[src/rtl/gemm_pkg.sv]
// +----------------------------------------------------------------------------+
// | gemm_pkg : shared state encoding and width helpers for gemm_engine          |
// | Revision : 1.0                                                              |
// +----------------------------------------------------------------------------+
`default_nettype none

package gemm_pkg;

   localparam int ST_W = 3;

   typedef enum logic [ST_W-1:0] {
      ST_IDLE  = 3'd0,
      ST_RUN   = 3'd1,
      ST_DRAIN = 3'd2,
      ST_STORE = 3'd3,
      ST_DONE  = 3'd4
   } state_t;

   function automatic int clog2(input int v);
      int r;
      int x;
      r = 0;
      x = v - 1;
      while (x > 0) begin
         r = r + 1;
         x = x >> 1;
      end
      return r;
   endfunction

   // Sum of K full-width products never exceeds this width.
   function automatic int acc_width(input int dw, input int k);
      return 2 * dw + clog2(k + 1);
   endfunction

   function automatic int cnt_width(input int n);
      return (n <= 1) ? 1 : clog2(n);
   endfunction

   function automatic int max3(input int a, input int b, input int c);
      int m;
      m = (a > b) ? a : b;
      return (m > c) ? m : c;
   endfunction

endpackage : gemm_pkg

`default_nettype wire

[src/rtl/gemm_mac.sv]
// +----------------------------------------------------------------------------+
// | gemm_mac : operand register, signed/unsigned multiply, clearable accumulator|
// | Revision : 1.0                                                              |
// +----------------------------------------------------------------------------+
`default_nettype none

module gemm_mac
   import gemm_pkg::*;
#(
   parameter int DATA_W = 8,
   parameter int SIGNED = 0,
   parameter int ACC_W  = 18
) (
   input  logic              clk,
   input  logic              rst_n,
   input  logic              clr_i,
   input  logic              op_vld_i,
   input  logic [DATA_W-1:0] a_i,
   input  logic [DATA_W-1:0] b_i,
   output logic [ACC_W-1:0]  acc_o
);

   localparam int PW = 2 * DATA_W;

   logic [DATA_W-1:0] a_q, b_q;
   logic              vld_q;
   logic [ACC_W-1:0]  acc_q, acc_d;
   logic [ACC_W-1:0]  prod_ext;

   generate
      if (SIGNED != 0) begin : g_signed
         logic signed [PW-1:0] prod;
         assign prod     = PW'($signed(a_q)) * PW'($signed(b_q));
         assign prod_ext = {{(ACC_W-PW){prod[PW-1]}}, prod};
      end else begin : g_unsigned
         logic [PW-1:0] prod;
         assign prod     = PW'(a_q) * PW'(b_q);
         assign prod_ext = {{(ACC_W-PW){1'b0}}, prod};
      end
   endgenerate

   assign acc_d = vld_q ? (acc_q + prod_ext) : acc_q;
   assign acc_o = acc_q;

   always_ff @(posedge clk or negedge rst_n) begin
      if (!rst_n) begin
         a_q   <= '0;
         b_q   <= '0;
         vld_q <= 1'b0;
         acc_q <= '0;
      end else if (clr_i) begin
         vld_q <= 1'b0;
         acc_q <= '0;
      end else begin
         a_q   <= a_i;
         b_q   <= b_i;
         vld_q <= op_vld_i;
         acc_q <= acc_d;
      end
   end

endmodule : gemm_mac

`default_nettype wire

[src/rtl/gemm_engine.sv]
// +----------------------------------------------------------------------------+
// | gemm_engine : R = A x B matrix engine with A/B load port and R read port    |
// | Revision : 1.0                                                              |
// +----------------------------------------------------------------------------+
`default_nettype none

module gemm_engine
   import gemm_pkg::*;
#(
   parameter int M      = 2,
   parameter int K      = 2,
   parameter int N      = 2,
   parameter int DATA_W = 8,
   parameter int SIGNED = 0,
   parameter int ACC_W  = acc_width(DATA_W, K),
   parameter int ADDR_W = clog2(max3(M*K, K*N, M*N) + 1)
) (
   input  logic              clk,
   input  logic              rst_n,
   input  logic              wr_en_i,
   input  logic              wr_sel_i,
   input  logic [ADDR_W-1:0] wr_addr_i,
   input  logic [DATA_W-1:0] wr_data_i,
   input  logic              start_i,
   output logic              busy_o,
   output logic              done_o,
   input  logic              rd_en_i,
   input  logic [ADDR_W-1:0] rd_addr_i,
   output logic [ACC_W-1:0]  rd_data_o,
   output logic              rd_valid_o
);

   localparam int DEPTH = 1 << ADDR_W;
   localparam int IW    = cnt_width(M);
   localparam int JW    = cnt_width(N);
   localparam int KW    = cnt_width(K);

   state_t            state_q;
   logic [IW-1:0]     i_q;
   logic [JW-1:0]     j_q;
   logic [KW-1:0]     k_q;
   logic              busy_q, done_q;
   logic [ACC_W-1:0]  rd_data_q;
   logic              rd_valid_q;

   logic [DATA_W-1:0] mem_a_q [DEPTH];
   logic [DATA_W-1:0] mem_b_q [DEPTH];
   logic [ACC_W-1:0]  mem_r_q [DEPTH];

   logic [ADDR_W-1:0] a_idx, b_idx, r_idx;
   logic              wr_ok, mac_clr, mac_vld;
   logic [ACC_W-1:0]  acc;

   assign a_idx   = ADDR_W'(i_q) * ADDR_W'(K) + ADDR_W'(k_q);
   assign b_idx   = ADDR_W'(k_q) * ADDR_W'(N) + ADDR_W'(j_q);
   assign r_idx   = ADDR_W'(i_q) * ADDR_W'(N) + ADDR_W'(j_q);
   assign wr_ok   = wr_en_i && (state_q == ST_IDLE);
   assign mac_vld = (state_q == ST_RUN);
   assign mac_clr = (state_q == ST_STORE) || ((state_q == ST_IDLE) && start_i);

   gemm_mac #(
      .DATA_W (DATA_W),
      .SIGNED (SIGNED),
      .ACC_W  (ACC_W)
   ) u_mac (
      .clk      (clk),
      .rst_n    (rst_n),
      .clr_i    (mac_clr),
      .op_vld_i (mac_vld),
      .a_i      (mem_a_q[a_idx]),
      .b_i      (mem_b_q[b_idx]),
      .acc_o    (acc)
   );

   always_ff @(posedge clk or negedge rst_n) begin
      if (!rst_n) begin
         state_q <= ST_IDLE;
         i_q     <= '0;
         j_q     <= '0;
         k_q     <= '0;
         busy_q  <= 1'b0;
         done_q  <= 1'b0;
      end else begin
         case (state_q)
            ST_IDLE: begin
               done_q <= 1'b0;
               if (start_i) begin
                  i_q     <= '0;
                  j_q     <= '0;
                  k_q     <= '0;
                  busy_q  <= 1'b1;
                  state_q <= ST_RUN;
               end
            end
            ST_RUN: begin
               if (k_q == KW'(K-1)) state_q <= ST_DRAIN;
               else                 k_q     <= k_q + KW'(1);
            end
            ST_DRAIN: state_q <= ST_STORE;
            ST_STORE: begin
               k_q <= '0;
               if (j_q == JW'(N-1)) begin
                  j_q <= '0;
                  if (i_q == IW'(M-1)) begin
                     i_q     <= '0;
                     done_q  <= 1'b1;
                     state_q <= ST_DONE;
                  end else begin
                     i_q     <= i_q + IW'(1);
                     state_q <= ST_RUN;
                  end
               end else begin
                  j_q     <= j_q + JW'(1);
                  state_q <= ST_RUN;
               end
            end
            ST_DONE: begin
               done_q  <= 1'b0;
               busy_q  <= 1'b0;
               state_q <= ST_IDLE;
            end
            default: begin
               busy_q  <= 1'b0;
               done_q  <= 1'b0;
               state_q <= ST_IDLE;
            end
         endcase
      end
   end

   // Load port is only open in IDLE; out-of-range addresses are dropped.
   always_ff @(posedge clk or negedge rst_n) begin
      if (!rst_n) begin
         for (int n = 0; n < DEPTH; n++) begin
            mem_a_q[n] <= '0;
            mem_b_q[n] <= '0;
         end
      end else if (wr_ok) begin
         if (!wr_sel_i && (wr_addr_i < ADDR_W'(M*K))) mem_a_q[wr_addr_i] <= wr_data_i;
         if ( wr_sel_i && (wr_addr_i < ADDR_W'(K*N))) mem_b_q[wr_addr_i] <= wr_data_i;
      end
   end

   always_ff @(posedge clk or negedge rst_n) begin
      if (!rst_n) begin
         for (int n = 0; n < DEPTH; n++) mem_r_q[n] <= '0;
      end else if (state_q == ST_STORE) begin
         mem_r_q[r_idx] <= acc;
      end
   end

   always_ff @(posedge clk or negedge rst_n) begin
      if (!rst_n) begin
         rd_data_q  <= '0;
         rd_valid_q <= 1'b0;
      end else begin
         rd_valid_q <= rd_en_i;
         if (rd_en_i) begin
            if ((state_q != ST_IDLE) || (rd_addr_i >= ADDR_W'(M*N))) rd_data_q <= '0;
            else                                                     rd_data_q <= mem_r_q[rd_addr_i];
         end
      end
   end

   assign busy_o     = busy_q;
   assign done_o     = done_q;
   assign rd_data_o  = rd_data_q;
   assign rd_valid_o = rd_valid_q;

endmodule : gemm_engine

`default_nettype wire

[config.mk]
export PLATFORM = sky130hd
export DESIGN_NAME = gemm_engine
export DESIGN_NICKNAME = d
export VERILOG_FILES = /design/src/rtl/gemm_pkg.sv /design/src/rtl/gemm_mac.sv /design/src/rtl/gemm_engine.sv
export SDC_FILE = /design/constraint.sdc
export NUM_CORES = 1
export LEC_CHECK = 0
export CAP_MARGIN = 20
export CORE_ASPECT_RATIO = 0.8
export CORE_MARGIN = 3
export CORE_UTILIZATION = 48
export CTS_CLUSTER_SIZE = 12
export DETAILED_ROUTE_END_ITERATION = 8
export GPL_TIMING_DRIVEN = 0
export HOLD_SLACK_MARGIN = 0.1
export PLACE_DENSITY = 0.67
export SLEW_MARGIN = 10
export SYNTH_ARGS = -nofsm -noshare
export SYNTH_HDL_FRONTEND = slang
export SYNTH_SLANG_ARGS = --single-unit
export TNS_END_PERCENT = 30
[constraint.sdc]
create_clock -name clk -period 6.31 [get_ports clk]
set_input_delay 0.631 -clock clk [delete_from_list [all_inputs] [get_ports clk]]
set_output_delay 0.631 -clock clk [all_outputs]
set_load 0.02 [all_outputs]
Word level (Yosys, flattened, before mapping)

Index checks and enable logic that the tools add are counted.

Bits in latches: 0
Memories: 0
Output and inout bits: 21
Flip-flop bits (word level): 334
RAM bits: 0
Memory bits (read-only): 0

Shift-type cells: 0
$add $sub $neg: 7
Bitwise operators: 7
Mux-type cells: 38
Reductions and logical operators: 24
Div/mod/pow operators: 0
Multipliers: 1
Equality and inequality tests: 7
$lt $le $gt $ge: 9

Operators by type and width:

| operator             | count |
|---|---|
| $bwmux W144          | 1 |
| $bwmux W64           | 2 |
| $mux W18             | 6 |
| $bmux W18 S3         | 1 |
| $demux W18 S3        | 1 |
| $bmux W8 S3          | 2 |
| $mux W8              | 5 |
| $demux W8 S3         | 1 |
| $ge A4 B4 Y1 const B | 5 |
| $not A3 Y4           | 5 |
| $add A18 B16 Y18     | 1 |
| $mul A8 B8 Y16       | 1 |
| $mux W3              | 4 |
| $pmux W3 S4          | 1 |
| $reduce_and A2 Y1    | 6 |
| $add A2 B1 Y3        | 3 |
| $mux W1              | 9 |
| $lt A4 B1 Y1 const B | 2 |
| $ne A2 B2 Y1 const B | 4 |
| $pmux W1 S2          | 4 |
| $eq A3 B2 Y1 const B | 2 |
| $logic_and A1 B1 Y1  | 6 |
| $reduce_and A3 Y1    | 2 |
| $reduce_bool A3 Y1   | 2 |
| 12 further kinds     | 17 |

Logic depth before layout (Yosys ltp)

Gate-level depths: netlist of run 1.

Depth in word-level cells: 7
Mapped depth: 18
Gate-level depth less buffers: 16

Hierarchy

A second synthesis of run 1 with hierarchy kept.

Cells, all modules: 895
Area total of the unflattened synthesis: 11198.2 um2

Modules (own cells, without submodules):

| module      | area each (um2) | cells an instance | seq. area each (um2) | times used |
|---|---|---|---|---|
| gemm_engine | 7173.1          | 462               | 4078.9               | 1 |
| gemm_mac    | 4025.1          | 433               | 875.8                | 1 |

Worst setup path before layout of run 1

Ideal clock, no wire load.

Path kind: flip-flop to flip-flop
From: register u_mac.b_q[1]
To: register u_mac.acc_q[17], in the netlist u_mac.acc_o[17]
Path buffers: 1
Cell stages (with the launch flop): 17
Period minus slack after synthesis: 4593 ps
Arrival: 4468 ps
Path slack: 1717 ps
Setup time: 125 ps
Cells stage by stage: dfrtp_1 > clkbuf_1 > nand2_1 > fa_1 > inv_1 > fa_1 > fa_1 > inv_1 > fa_1 > inv_1 > ha_1 > a21o_1 > a221oi_4 > o221ai_1 > a21oi_1 > mux2i_1 > mux2_2

Word-level cells in the longest chain between the ends: 4

RTL lines:

| element                | RTL line       | source |
|---|---|---|
| start, declared        | gemm_mac.sv:25 | `logic [DATA_W-1:0] a_q, b_q;` |
| start signal, assigned | gemm_mac.sv:56 | `b_q <= b_i;` |
| $mul A8 B8 Y16         | gemm_mac.sv:37 | `assign prod = PW'(a_q) * PW'(b_q);` |
| $add A18 B16 Y18       | gemm_mac.sv:42 | `assign acc_d = vld_q ? (acc_q + prod_ext) : acc_q;` |
| $mux W18               | gemm_mac.sv:42 |  |
| $mux W18               | gemm_mac.sv:51 | `end else if (clr_i) begin` |
| end signal, assigned   | gemm_mac.sv:50 | `acc_q <= '0;` |
| end signal, assigned   | gemm_mac.sv:53 | `acc_q <= '0;` |
| end signal, assigned   | gemm_mac.sv:58 | `acc_q <= acc_d;` |
| end, declared          | gemm_mac.sv:27 | `logic [ACC_W-1:0] acc_q, acc_d;` |

No other way between the ends. The select of a mux whose other input is x is not followed.
A chain may end at the register's enable or synchronous reset.

Final worst setup path of run 1

From: register u_mac.a_q[6]
To: register u_mac.acc_q[17], in the netlist u_mac.acc_o[17]

Word-level cells in the longest chain between the ends: 4

RTL lines:

| element                | RTL line       | source |
|---|---|---|
| start, declared        | gemm_mac.sv:25 |  |
| start signal, assigned | gemm_mac.sv:55 | `a_q <= a_i;` |
| $mul A8 B8 Y16         | gemm_mac.sv:37 |  |
| $add A18 B16 Y18       | gemm_mac.sv:42 |  |
| $mux W18               | gemm_mac.sv:42 |  |
| $mux W18               | gemm_mac.sv:51 |  |

No other way between the ends. The select of a mux whose other input is x is not followed.

==> flow_metrics.py, run 1 <==
metrics = {
    "setup_path": {
        "arrival_ns": 5.45,
        "cpMaxStageDelayCell": "sky130_fd_sc_hd__fa_1",
        "worst-setup-path-type": "reg -> reg",
        "crit_path_end_kind": "register",
        "cp_cell_sequence": "clkbuf_1 > nand2_1 > fa_1 > inv_1 > fa_1 > fa_1 > inv_1 > fa_1 > inv_1 > ha_1 > a21o_1 > a221oi_4 > o221ai_1 > a21oi_1 > mux2i_1 > mux2_2",
        "r2r_setup_slack_ns": 1.18,
        "critPathRequiredTime_ns": 6.63,
        "worst_r2r_startpoint": "u_mac.a_q[6]$_DFFE_PN0P_",
        "worstPathMaxFanout": 9,
        "setup.worst_path.start_class": "register",
        "rr_worst_depth": 16,
        "r2r-end": "u_mac.acc_o[17]$_DFFE_PN0P_",
        "cpPeakStageDelay_ns": 0.52,
        "critPathMostFrequentCell": "sky130_fd_sc_hd__fa_1",
    },
    "clocking": {
        "cts_buffers": 17,
        "h-tree-depth": 4,
        "clkTransAtPathRegs_ns": 0.08,
        "root_buffer_master": "sky130_fd_sc_hd__clkbuf_16",
        "tritoncts": "done",
        "cts.repair_timing.setup_buffer_count": 0,
        "cts_hold_repair.buffers": 0,
        "insertion_delay_ns": 0.44,
        "post_cts_resized": 0,
        "clkSinkCount": 198,
        "cts_buffer_depth": 2,
    },
    "logic_synthesis": {
        "combinational_family_with_the_most_area_after_synthesis": "multiplexers",
        "post_synth_fa_ha_maj_area_fraction_pct": 13.57,
        "synth.cell_area_um2": 11070,
        "synth_top_area_cell": "sky130_fd_sc_hd__dfrtp_1",
        "synth.net_count": 1013,
        "synthFlopType": "sky130_fd_sc_hd__dfrtp_1",
        "post_synth_and_or_nand_nor_area_fraction_pct": 8.026,
        "post-synth-top-count-cell": "sky130_fd_sc_hd__dfrtp_1",
        "synth_commonest_cells": "sky130_fd_sc_hd__dfrtp_1 (198), sky130_fd_sc_hd__inv_1 (134), sky130_fd_sc_hd__mux2_2 (133)",
        "synth_warnings": 0,
        "synth-edff-count": 0,
        "ys_seq_area_share_pct": 44.77,
        "yosys_register_bits": 198,
        "synth_compound_gate_area_share_pct": 5.257,
        "postSynthCellCount": 903,
        "avgSynthCellArea_um2": 12.26,
        "synthMuxAreaShare_pct": 21.44,
        "synth.top_cell.area_share_pct": 44.77,
        "synth-async-reset-ratio_pct": 100.0,
        "area_share_of_xor_xnor_cells_in_the_synthesized_design_pct": 0.7913,
        "synth_top_cells_by_area": "sky130_fd_sc_hd__dfrtp_1 (45%), sky130_fd_sc_hd__mux2_2 (14%), sky130_fd_sc_hd__fa_1 (9.0%)",
        "yosysUniqueCellTypes": 56,
    },
    "grt": {
        "number_of_antenna_violations_at_the_first_check_in_global_routing": 0,
        "grt_max_degree": 110,
        "grt_pass1_vias": 6977,
        "grt_first_pass_wirelength_um": 36850,
        "grt_overflow_total": 0,
        "gr-usage-all-layers_pct": 18.55,
    },
    "min_path": {
        "tightest_hold_check_type": "in -> async",
    },
    "finish": {
        "finalCoreUtilization_pct": 55.26,
        "drive_gt1_share_pct": 23.77,
        "post-route-cell-area_um2": 12470,
        "instances_no_fill": 1278,
        "antenna_cells": 0,
        "synthToLayoutAreaGrowth_pct": 12.65,
        "final_nets": 1069,
    },
    "sta": {
        "fmax_ghz": 0.1949,
        "worst_clock_skew_ns": 0.01351,
        "setup_slack_after_layout_ns": 1.180,
        "timing.slew.headroom_pct": 52.51,
        "final.setup.tns_ns": 0,
        "setup_repair_after_global_routing_missed_its_margin": "no",
        "fin_crit_ns": 5.130,
        "number_of_max_slew_violations_in_the_final_report": 0,
        "timing.final.hold_violations": 0,
        "final-setup-viol-count": 0,
        "post-route-period-util_pct": 81.30,
        "worst-slew-pin-transition_ns": 0.7093,
    },
    "placed_design": {
        "portbufs": 36,
        "dpl.cell_count": 1246,
        "gp_congestion": 0.8389,
        "dp.final_hpwl_um": 16100,
        "placed_area_um2": 11840,
        "dp_slack_ns": 1.161,
    },
    "pwr": {
        "power-per-cell-area_nw_per_um2": 355.0,
        "vdd.ir_drop.worst_mv": 0.1940,
        "static-leakage-power_nw": 6.033,
    },
    "detailed_routing": {
        "drt-vias-per-instance": 5.293,
        "wl_per_cell_um": 16.97,
        "drc": 0,
        "route.antenna.remaining_nets": 0,
        "detailedRoute.firstPassIterationCount": 5,
        "via_count": 6765,
        "finalWirelength_um": 21690,
        "detail_route.iter0.violations": 387,
    },
    "floorplanning": {
        "initial_core_util_pct": 49.06,
        "fp.dieH_um": 141.8,
        "die_width_um": 175.8,
        "design.portCount": 41,
        "count_of_standard_cell_rows": 49,
        "fp.dieArea_um2": 24930,
        "core_um2": 22560,
    },
    "job": {
        "cap_viol_max_count": 0,
    },
    "outcome": {
        "outcome": "finished, final reports clean",
    },
}
==> how the worst max path moves through the flow <==
stage                                   startpoint                     endpoint  slack [ns]  cells after the start
after floorplan           u_mac.b_q[1]$_DFFE_PN0P_  u_mac.acc_o[17]$_DFFE_PN0P_        1.72                     16
after global placement                       rst_n      mem_b_q[32]$_DFFE_PN0P_       -3.72                      1
after detailed placement  u_mac.a_q[6]$_DFFE_PN0P_  u_mac.acc_o[17]$_DFFE_PN0P_        1.16                     16
after CTS                 u_mac.a_q[6]$_DFFE_PN0P_  u_mac.acc_o[17]$_DFFE_PN0P_        1.11                     16
after global routing      u_mac.a_q[6]$_DFFE_PN0P_  u_mac.acc_o[17]$_DFFE_PN0P_        0.97                     16
final                     u_mac.a_q[6]$_DFFE_PN0P_  u_mac.acc_o[17]$_DFFE_PN0P_        1.18                     16
==> power breakdown <==
part	leakage, nW	switching [mW]	internal [mW]	total (mW)
Combinational	3.03	0.804	0.680	1.48
Clock	0.304	0.539	0.577	1.12
Sequential	2.70	0.260	1.57	1.83
==> area by class of cell <==
cell class	count	area, um2
Fill cell	1907	10090
Multi-Input combinational cell	532	5433
Sequential cell	198	4955
Inverter	135	506.7
Clock buffer	17	425.4
Timing Repair Buffer	37	392.9
Tap cell	306	382.9
Clock inverter	15	198.9
Buffer	38	173.9
==> layer usage <==
metal | up-vias | wire (um) | GRT usage [%]
li1 | 3173 | - | -
met1 | 3465 | 10760 | 27.40
met2 | 110 | 9953 | 28.72
met3 | 17 | 794 | 3.906
met4 | 0 | 181 | 3.748
met5 | - | 0 | 0
==> logic make-up after synthesis <==
group | after synthesis
mux | 178
simple gates | 163
buf+inv | 173
compound gates | 91
fa+ha+maj | 90
xor+xnor | 10
flops | 198
==> critical path: cells and delay by family, from the launching register on <==
| kind | cells | cell delay (ns) |
|---|---|---|
| flip-flops | 1 | 0.33 |
| adder cells (fa/ha/maj) | 5 | 2.34 |
| multiplexers | 2 | 0.61 |
| buffers and inverters | 4 | 0.49 |
| AO/OA/AOI/OAI | 4 | 1.08 |
| AND/OR/NAND/NOR | 1 | 0.14 |
==> stage by stage <==
stage	hold slack [ns]	total power, mW
floorplan	0.3354	2.892
global placement	0.4551	3.295
detailed placement	0.4669	3.344
CTS	0.2031	4.468
global route	0.2234	4.741
finish	0.1795	4.426
==> state kept, by name (all words and copies together), names as in the netlist <==
register     count
busy_o           1
done_o           1
i_q              1
j_q              1
k_q              1
mem_a_q         32
mem_b_q         32
mem_r_q         72
rd_data_o       18
rd_valid_o       1
state_q          3
u_mac.a_q        8
u_mac.acc_o     18
u_mac.b_q        8
u_mac.vld_q      1
==> cell usage in the layout (no fill, tap or decap), types with 7 or more instances in the layout <==
cell type                         synthesis  final
sky130_fd_sc_hd__and2_1                  36     36
sky130_fd_sc_hd__a21oi_1                 19     19
sky130_fd_sc_hd__mux2_2                 133    133
sky130_fd_sc_hd__nand2_1                 64     64
sky130_fd_sc_hd__buf_2                   10     10
sky130_fd_sc_hd__ha_1                    40     40
sky130_fd_sc_hd__mux2i_1                 11     11
sky130_fd_sc_hd__o21ai_0                 26     26
sky130_fd_sc_hd__nor2_1                  22     22
sky130_fd_sc_hd__clkbuf_16                0     17
sky130_fd_sc_hd__fa_1                    50     50
sky130_fd_sc_hd__mux4_2                  34     34
sky130_fd_sc_hd__clkbuf_1                23     23
sky130_fd_sc_hd__inv_1                  134    134
sky130_fd_sc_hd__dfrtp_1                198    198
sky130_fd_sc_hd__xnor2_1                  7      7
sky130_fd_sc_hd__o22ai_1                 21     21
sky130_fd_sc_hd__a21o_1                   7      7
sky130_fd_sc_hd__clkdlybuf4s50_1          0     35
(Power assumes the default switching activity.)
==> run 2, diff against run 1 <==
- PLACE_DENSITY: 0.67 -> 0.7
- clock period: 6.31 -> 4.4 ns (I/O delays scaled with it)
==> run 2 against run 1 <==
  * The flow now finishes with violations (negative setup slack)
  * Highest routed layer unchanged
  * Count of clock-buffer cells in the layout did not move
  * Via count rose by 2.7%
  * Largest power group unchanged
  * Global-route usage rose by 1.4 points
  * Critical endpoint unchanged
  * Register-to-register slack got worse by 1.4 ns
==> flow_metrics.py, run 2 (same netlist as run 1, synthesis figures left out) <==
metrics = {
    "pwr": {
        "internal_power_mw": 4.307,
        "static-leakage-power_nw": 6.175,
        "sequential_group_share_of_total_power_pct": 38.3,
        "power-per-cell-area_nw_per_um2": 526.1,
        "vdd.ir_drop.worst_mv": 0.3235,
        "sw_frac_of_total_pct": 37.10,
        "total_power_mw": 6.846,
        "combPwrFrac_pct": 37.5,
        "netSwitchingPower_mw": 2.540,
        "p_clk_share_pct": 24.2,
    },
    "finish": {
        "antenna_cells": 0,
        "final_nets": 1096,
        "mostFrequentLayoutCell": "sky130_fd_sc_hd__dfrtp_1",
        "synthToLayoutAreaGrowth_pct": 17.57,
        "drive_gt1_share_pct": 31.93,
        "top_register": "mem_r_q",
        "leading_cell_types_in_the_layout_fill_and_taps_excluded": "sky130_fd_sc_hd__dfrtp_1 (185), sky130_fd_sc_hd__mux2_2 (132), sky130_fd_sc_hd__inv_1 (128), sky130_fd_sc_hd__nand2_1 (57), sky130_fd_sc_hd__fa_1 (46)",
        "largest_register_ff_count": 72,
        "largestRegisters": "mem_r_q (72), mem_a_q (32), mem_b_q (32)",
        "finalCoreUtilization_pct": 57.68,
    },
    "job": {
        "cap_viol_max_count": 0,
    },
    "detailed_routing": {
        "drc": 0,
        "via_count": 6949,
        "wl_per_cell_um": 17.91,
        "finalWirelength_um": 23370,
        "route.antenna.remaining_nets": 0,
        "drt-vias-per-instance": 5.325,
        "detail_route.iter0.violations": 361,
        "detailedRoute.firstPassIterationCount": 4,
    },
    "sta": {
        "final-setup-viol-count": 2,
        "number_of_max_slew_violations_in_the_final_report": 0,
        "worst_clock_skew_ns": 0.01602,
        "timing.slew.headroom_pct": 39.61,
        "hold_slack_ns": 0.4659,
        "setup_repair_after_global_routing_missed_its_margin": "yes",
        "post-route-period-util_pct": 104.2,
        "timing.final.hold_violations": 0,
        "fmax_ghz": 0.2180,
        "worst-slew-pin-transition_ns": 0.8992,
        "fin_crit_ns": 4.587,
        "setup_slack_after_layout_ns": -0.1866,
    },
    "setup_path": {
        "critPathRequiredTime_ns": 4.72,
        "cpMaxStageDelayCell": "sky130_fd_sc_hd__fa_1",
        "worst-setup-path-type": "reg -> reg",
        "cp_cell_sequence": "buf_8 > nand2_2 > fa_1 > fa_1 > inv_2 > fa_1 > inv_1 > fa_1 > inv_2 > ha_4 > a21o_1 > a221oi_4 > o221ai_2 > a21oi_2 > mux2i_2 > mux2_4",
        "critPathMostFrequentCell": "sky130_fd_sc_hd__fa_1",
        "path_delay_family": "adder cells",
        "worstPathMaxFanout": 5,
        "arrival_ns": 4.91,
        "crit_path_end_kind": "register",
        "cpPeakStageDelay_ns": 0.53,
        "cp_bufs_invs": 4,
        "setup.worst_path.start_class": "register",
    },
    "grt": {
        "grt_first_pass_wirelength_um": 39260,
        "grt_max_degree": 104,
        "number_of_antenna_violations_at_the_first_check_in_global_routing": 0,
        "gr-usage-all-layers_pct": 19.98,
        "grt_overflow_total": 0,
        "grt_pass1_vias": 7460,
    },
    "clocking": {
        "clkTransAtPathRegs_ns": 0.09,
        "h-tree-depth": 4,
        "clkSinkCount": 198,
        "cts_buffer_depth": 2,
        "cts_buffers": 17,
        "insertion_delay_ns": 0.44,
        "root_buffer_master": "sky130_fd_sc_hd__clkbuf_16",
        "tritoncts": "done",
    },
    "floorplanning": {
        "fp.dieH_um": 141.8,
        "initial_core_util_pct": 49.06,
        "die_width_um": 175.8,
        "count_of_standard_cell_rows": 49,
        "fp.dieArea_um2": 24930,
        "design.portCount": 41,
        "core_um2": 22560,
    },
    "outcome": {
        "violations": "negative setup slack",
        "outcome": "finished with violations",
    },
    "placed_design": {
        "gp_congestion": 0.8277,
        "dp_slack_ns": -0.5046,
        "portbufs": 36,
        "dp.final_hpwl_um": 16470,
    },
    "min_path": {
        "tightest_hold_check_type": "in -> reg",
    },
}
## run 2: cell types whose count changed in the layout (fill, tap and decap cells not counted), moves of 5 or more
cell | before | now
sky130_fd_sc_hd__inv_2 | 1 | 7
sky130_fd_sc_hd__a21oi_2 | 0 | 5
sky130_fd_sc_hd__a21oi_1 | 19 | 13
sky130_fd_sc_hd__buf_4 | 3 | 28
sky130_fd_sc_hd__nand2_2 | 1 | 7
sky130_fd_sc_hd__clkbuf_1 | 23 | 16
sky130_fd_sc_hd__nand2_1 | 64 | 57
sky130_fd_sc_hd__ha_4 | 0 | 9
sky130_fd_sc_hd__dfrtp_2 | 0 | 13
sky130_fd_sc_hd__inv_1 | 134 | 128
sky130_fd_sc_hd__dfrtp_1 | 198 | 185
sky130_fd_sc_hd__ha_1 | 40 | 29
## run 2: timing repair
item,CTS,global route
gates resized for setup,46,21
buffers inserted,23,6
hold buffers,1,0
pin swaps,24,29
setup endpoints to repair,6,8
endpoints found under the hold margin,95,0
cloned,0,1
## run 2: cell type report
class	count	area, um2
Fill cell	1870	9549
Multi-Input combinational cell	532	5653
Sequential cell	198	4971
Timing Repair Buffer	68	660.6
Inverter	135	506.7
Clock buffer	17	425.4
Tap cell	306	382.9
Clock inverter	15	222.7
Buffer	34	190.2
## run 2: power by group through the flow
stage               combinational [mW]  sequential, mW  clock [mW]
floorplan                         1.70            2.51           0
global placement                  2.18            2.63           0
detailed placement                2.24            2.65           0
CTS                               2.47            2.62        1.69
global route                      2.83            2.68        1.78
finish                            2.57            2.62        1.66
## run 2: final timing paths
check | startpoint | to | slack (ns) | cells after the start
hold reg to reg | mem_r_q[95]$_DFFE_PN0P_ | mem_r_q[95]$_DFFE_PN0P_ | 0.48 | 2
setup / recovery | u_mac.a_q[5]$_DFFE_PN0P_ | u_mac.acc_o[17]$_DFFE_PN0P_ | -0.19 | 16
max in group asynchronous | rst_n | rd_data_o[12]$_DFFE_PN0P_ | 2.85 | 3
hold / removal | rd_en_i | rd_valid_o$_DFF_PN0_ | 0.47 | 1
min in group asynchronous | rst_n | mem_a_q[57]$_DFFE_PN0P_ | 0.63 | 2
setup reg to reg | u_mac.a_q[5]$_DFFE_PN0P_ | u_mac.acc_o[17]$_DFFE_PN0P_ | -0.19 | 16
## run 2: routing by layer
metal | part of all wire (%) | routed length, um | vias to the layer above | track usage, %
li1 | - | - | 3218 | -
met5 | 0 | 0 | - | 0
met3 | 4.5 | 1056 | 18 | 4.922
met1 | 47 | 11060 | 3590 | 28.11
met4 | 0.95 | 222 | 0 | 4.165
met2 | 47 | 11040 | 123 | 31.94
## run 2: through the flow
| stage | TNS [ns] | cell area (um2) | std cells |
|---|---|---|---|
| 2_1_floorplan | -0.01655 | 11140 | 903 |
| 6_report | -0.2904 | 13010 | 1305 |
| 3_3_place_gp | -1084.63 | 11880 | 1245 |
| 4_1_cts | -0.4332 | 12860 | 1298 |
| 5_1_grt | -1.102 | 13010 | 1305 |
| 3_5_place_dp | -1.422 | 11920 | 1246 |
==> run 3, diff against run 2 <==
- CORE_ASPECT_RATIO: 0.8 -> 1.2
- CTS_BUF_LIST: unset -> sky130_fd_sc_hd__clkbuf_8
==> run 3 against run 2 <==
  * The flow still finishes with violations (negative setup slack)
  * Final area down 2.5%
  * Sequential power is essentially flat
  * Combinational power down 3%
  * Non-clock buffer count down 1
  * First-iteration DRC count is 1.9% lower
  * Clock skew up 0.0043 ns
  * Largest cell class unchanged
==> flow_metrics.py, run 3 (same netlist as run 1, synthesis figures left out) <==
metrics = {
    "finish": {
        "synthToLayoutAreaGrowth_pct": 14.57,
        "final_nets": 1095,
        "top_register": "mem_r_q",
        "largestRegisters": "mem_r_q (72), mem_a_q (32), mem_b_q (32)",
        "instances_no_fill": 1277,
        "drive_gt1_share_pct": 30.76,
        "multiInputGateArea_um2": 5609,
        "antenna_cells": 0,
        "filler_cell_count": 1864,
        "finalCoreUtilization_pct": 56.31,
        "leading_cell_types_in_the_layout_fill_and_taps_excluded": "sky130_fd_sc_hd__dfrtp_1 (186), sky130_fd_sc_hd__mux2_2 (132), sky130_fd_sc_hd__inv_1 (131), sky130_fd_sc_hd__nand2_1 (59), sky130_fd_sc_hd__fa_1 (46)",
        "largest_register_ff_count": 72,
        "sequential_cell_area_um2": 4970,
        "mostFrequentLayoutCell": "sky130_fd_sc_hd__dfrtp_1",
    },
    "pwr": {
        "static-leakage-power_nw": 6.082,
        "power-per-cell-area_nw_per_um2": 498.4,
        "p_clk_share_pct": 19.3,
        "combPwrFrac_pct": 39.5,
        "internal_power_mw": 3.927,
        "sequential_group_share_of_total_power_pct": 41.2,
        "vdd.ir_drop.worst_mv": 0.2139,
        "total_power_mw": 6.320,
        "netSwitchingPower_mw": 2.393,
        "sw_frac_of_total_pct": 37.86,
    },
    "setup_path": {
        "r2r_setup_slack_ns": -0.20,
        "path_delay_family": "adder cells",
        "critPathMostFrequentCell": "sky130_fd_sc_hd__fa_1",
        "worstPathMaxFanout": 5,
        "cp_cell_sequence": "and2_4 > fa_1 > fa_1 > fa_1 > inv_1 > fa_1 > inv_2 > ha_4 > and3_4 > a221oi_4 > buf_6 > o221ai_2 > a21oi_2 > mux2i_2 > mux2_4",
        "worst-setup-path-type": "reg -> reg",
        "setup.worst_path.start_class": "register",
        "worst_r2r_startpoint": "u_mac.a_q[2]$_DFFE_PN0P_",
        "r2r-end": "u_mac.acc_o[17]$_DFFE_PN0P_",
        "arrival_ns": 4.97,
        "cpMaxStageDelayCell": "sky130_fd_sc_hd__fa_1",
        "cp_bufs_invs": 3,
        "rr_worst_depth": 15,
        "critPathRequiredTime_ns": 4.77,
        "crit_path_end_kind": "register",
        "cpPeakStageDelay_ns": 0.56,
    },
    "clocking": {
        "clkTransAtPathRegs_ns": 0.11,
        "clkSinkCount": 198,
        "cts_buffers": 17,
        "insertion_delay_ns": 0.49,
        "h-tree-depth": 4,
        "tritoncts": "done",
        "cts_buffer_depth": 2,
        "root_buffer_master": "sky130_fd_sc_hd__clkbuf_8",
    },
    "sta": {
        "fmax_ghz": 0.2176,
        "fin_crit_ns": 4.596,
        "post-route-period-util_pct": 104.5,
        "timing.slew.headroom_pct": 45.05,
        "hold_slack_ns": 0.4195,
        "number_of_max_slew_violations_in_the_final_report": 0,
        "worst_clock_skew_ns": 0.02035,
        "setup_slack_after_layout_ns": -0.1964,
        "timing.final.hold_violations": 0,
        "final-setup-viol-count": 2,
        "worst-slew-pin-transition_ns": 0.8181,
        "setup_repair_after_global_routing_missed_its_margin": "yes",
    },
    "detailed_routing": {
        "drc": 0,
        "drt-vias-per-instance": 5.352,
        "wl_per_cell_um": 17.40,
        "finalWirelength_um": 22210,
        "via_count": 6834,
        "detail_route.iter0.violations": 354,
        "detailedRoute.firstPassIterationCount": 5,
        "route.antenna.remaining_nets": 0,
    },
    "outcome": {
        "violations": "negative setup slack",
        "outcome": "finished with violations",
    },
    "placed_design": {
        "portbufs": 36,
        "dp.final_hpwl_um": 16040,
        "gp_congestion": 0.8176,
        "dp_slack_ns": -0.5728,
        "dpl.cell_count": 1219,
    },
    "grt": {
        "grt_pass1_vias": 7235,
        "grt_max_degree": 102,
        "gr-usage-all-layers_pct": 19.23,
        "grt_overflow_total": 0,
        "grt_first_pass_wirelength_um": 37370,
        "number_of_antenna_violations_at_the_first_check_in_global_routing": 0,
    },
    "floorplanning": {
        "count_of_standard_cell_rows": 60,
        "fp.dieH_um": 172.3,
        "die_width_um": 144.6,
        "fp.dieArea_um2": 24920,
        "core_um2": 22520,
        "initial_core_util_pct": 49.14,
        "design.portCount": 41,
    },
    "min_path": {
        "worstHoldPathCells": 1,
        "worst_hold_path.endpoint": "rd_valid_o$_DFF_PN0_",
        "hp-start": "rd_en_i",
        "tightest_hold_check_type": "in -> reg",
    },
    "job": {
        "cap_viol_max_count": 0,
    },
}
[run 3: per-stage QoR]
stage	instance area (um2)	TNS (ns)
final	12680	-0.2073
after CTS	12630	-0.2240
after global routing	12680	-0.7448
after global placement	11850	-1046.98
after detailed placement	11880	-1.502
after floorplan	11140	-0.01655
[run 3: worst max path at each step]
stage,startpoint,end,slack [ns],cells after the start
3_3_place_gp,rst_n,state_q[0]$_DFFE_PN0P_,-5.30,1
5_1_grt,u_mac.a_q[2]$_DFFE_PN0P_,u_mac.acc_o[17]$_DFFE_PN0P_,-0.33,15
6_report,u_mac.a_q[2]$_DFFE_PN0P_,u_mac.acc_o[17]$_DFFE_PN0P_,-0.20,15
4_1_cts,u_mac.a_q[5]$_DFFE_PN0P_,u_mac.acc_o[17]$_DFFE_PN0P_,-0.22,17
3_5_place_dp,u_mac.a_q[2]$_DFFE_PN0P_,u_mac.acc_o[17]$_DFFE_PN0P_,-0.57,15
2_1_floorplan,u_mac.a_q[5]$_DFFE_PN0P_,u_mac.acc_o[16]$_DFFE_PN0P_,-0.01,16
[run 3: power by group through the flow]
stage          sequential, mW  clock, mW  combinational (mW)
2_1_floorplan            2.51          0                1.70
3_3_place_gp             2.63          0                2.16
3_5_place_dp             2.64          0                2.22
4_1_cts                  2.59       1.25                2.49
5_1_grt                  2.66       1.33                2.79
6_report                 2.61       1.22                2.50
[run 3: final cells by class]
| class | instances | share of cell area (%) |
|---|---|---|
| Buffer | 35 | 1.569 |
| Clock buffer | 17 | 1.845 |
| Clock inverter | 15 | 1.460 |
| Inverter | 135 | 3.996 |
| Multi-Input combinational cell | 532 | 44.23 |
| Sequential cell | 198 | 39.19 |
| Tap cell | 279 | 2.753 |
| Timing Repair Buffer | 66 | 4.953 |
[run 3: what timing repair did]
item	CTS	global route
endpoints found under the hold margin	100	0
buffers inserted	25	3
gates resized for setup	50	9
hold buffers	1	0
pin swaps	24	18
endpoints found under the setup margin	6	6
[run 3: layer usage]
| metal | up-vias | share of wire, % | track usage, % |
|---|---|---|---|
| met4 | 0 | 2.1 | 6.653 |
| met3 | 38 | 2.6 | 2.822 |
| li1 | 3209 | - | - |
| met5 | - | 0 | 0 |
| met1 | 3477 | 44 | 24.50 |
| met2 | 110 | 52 | 33.58 |
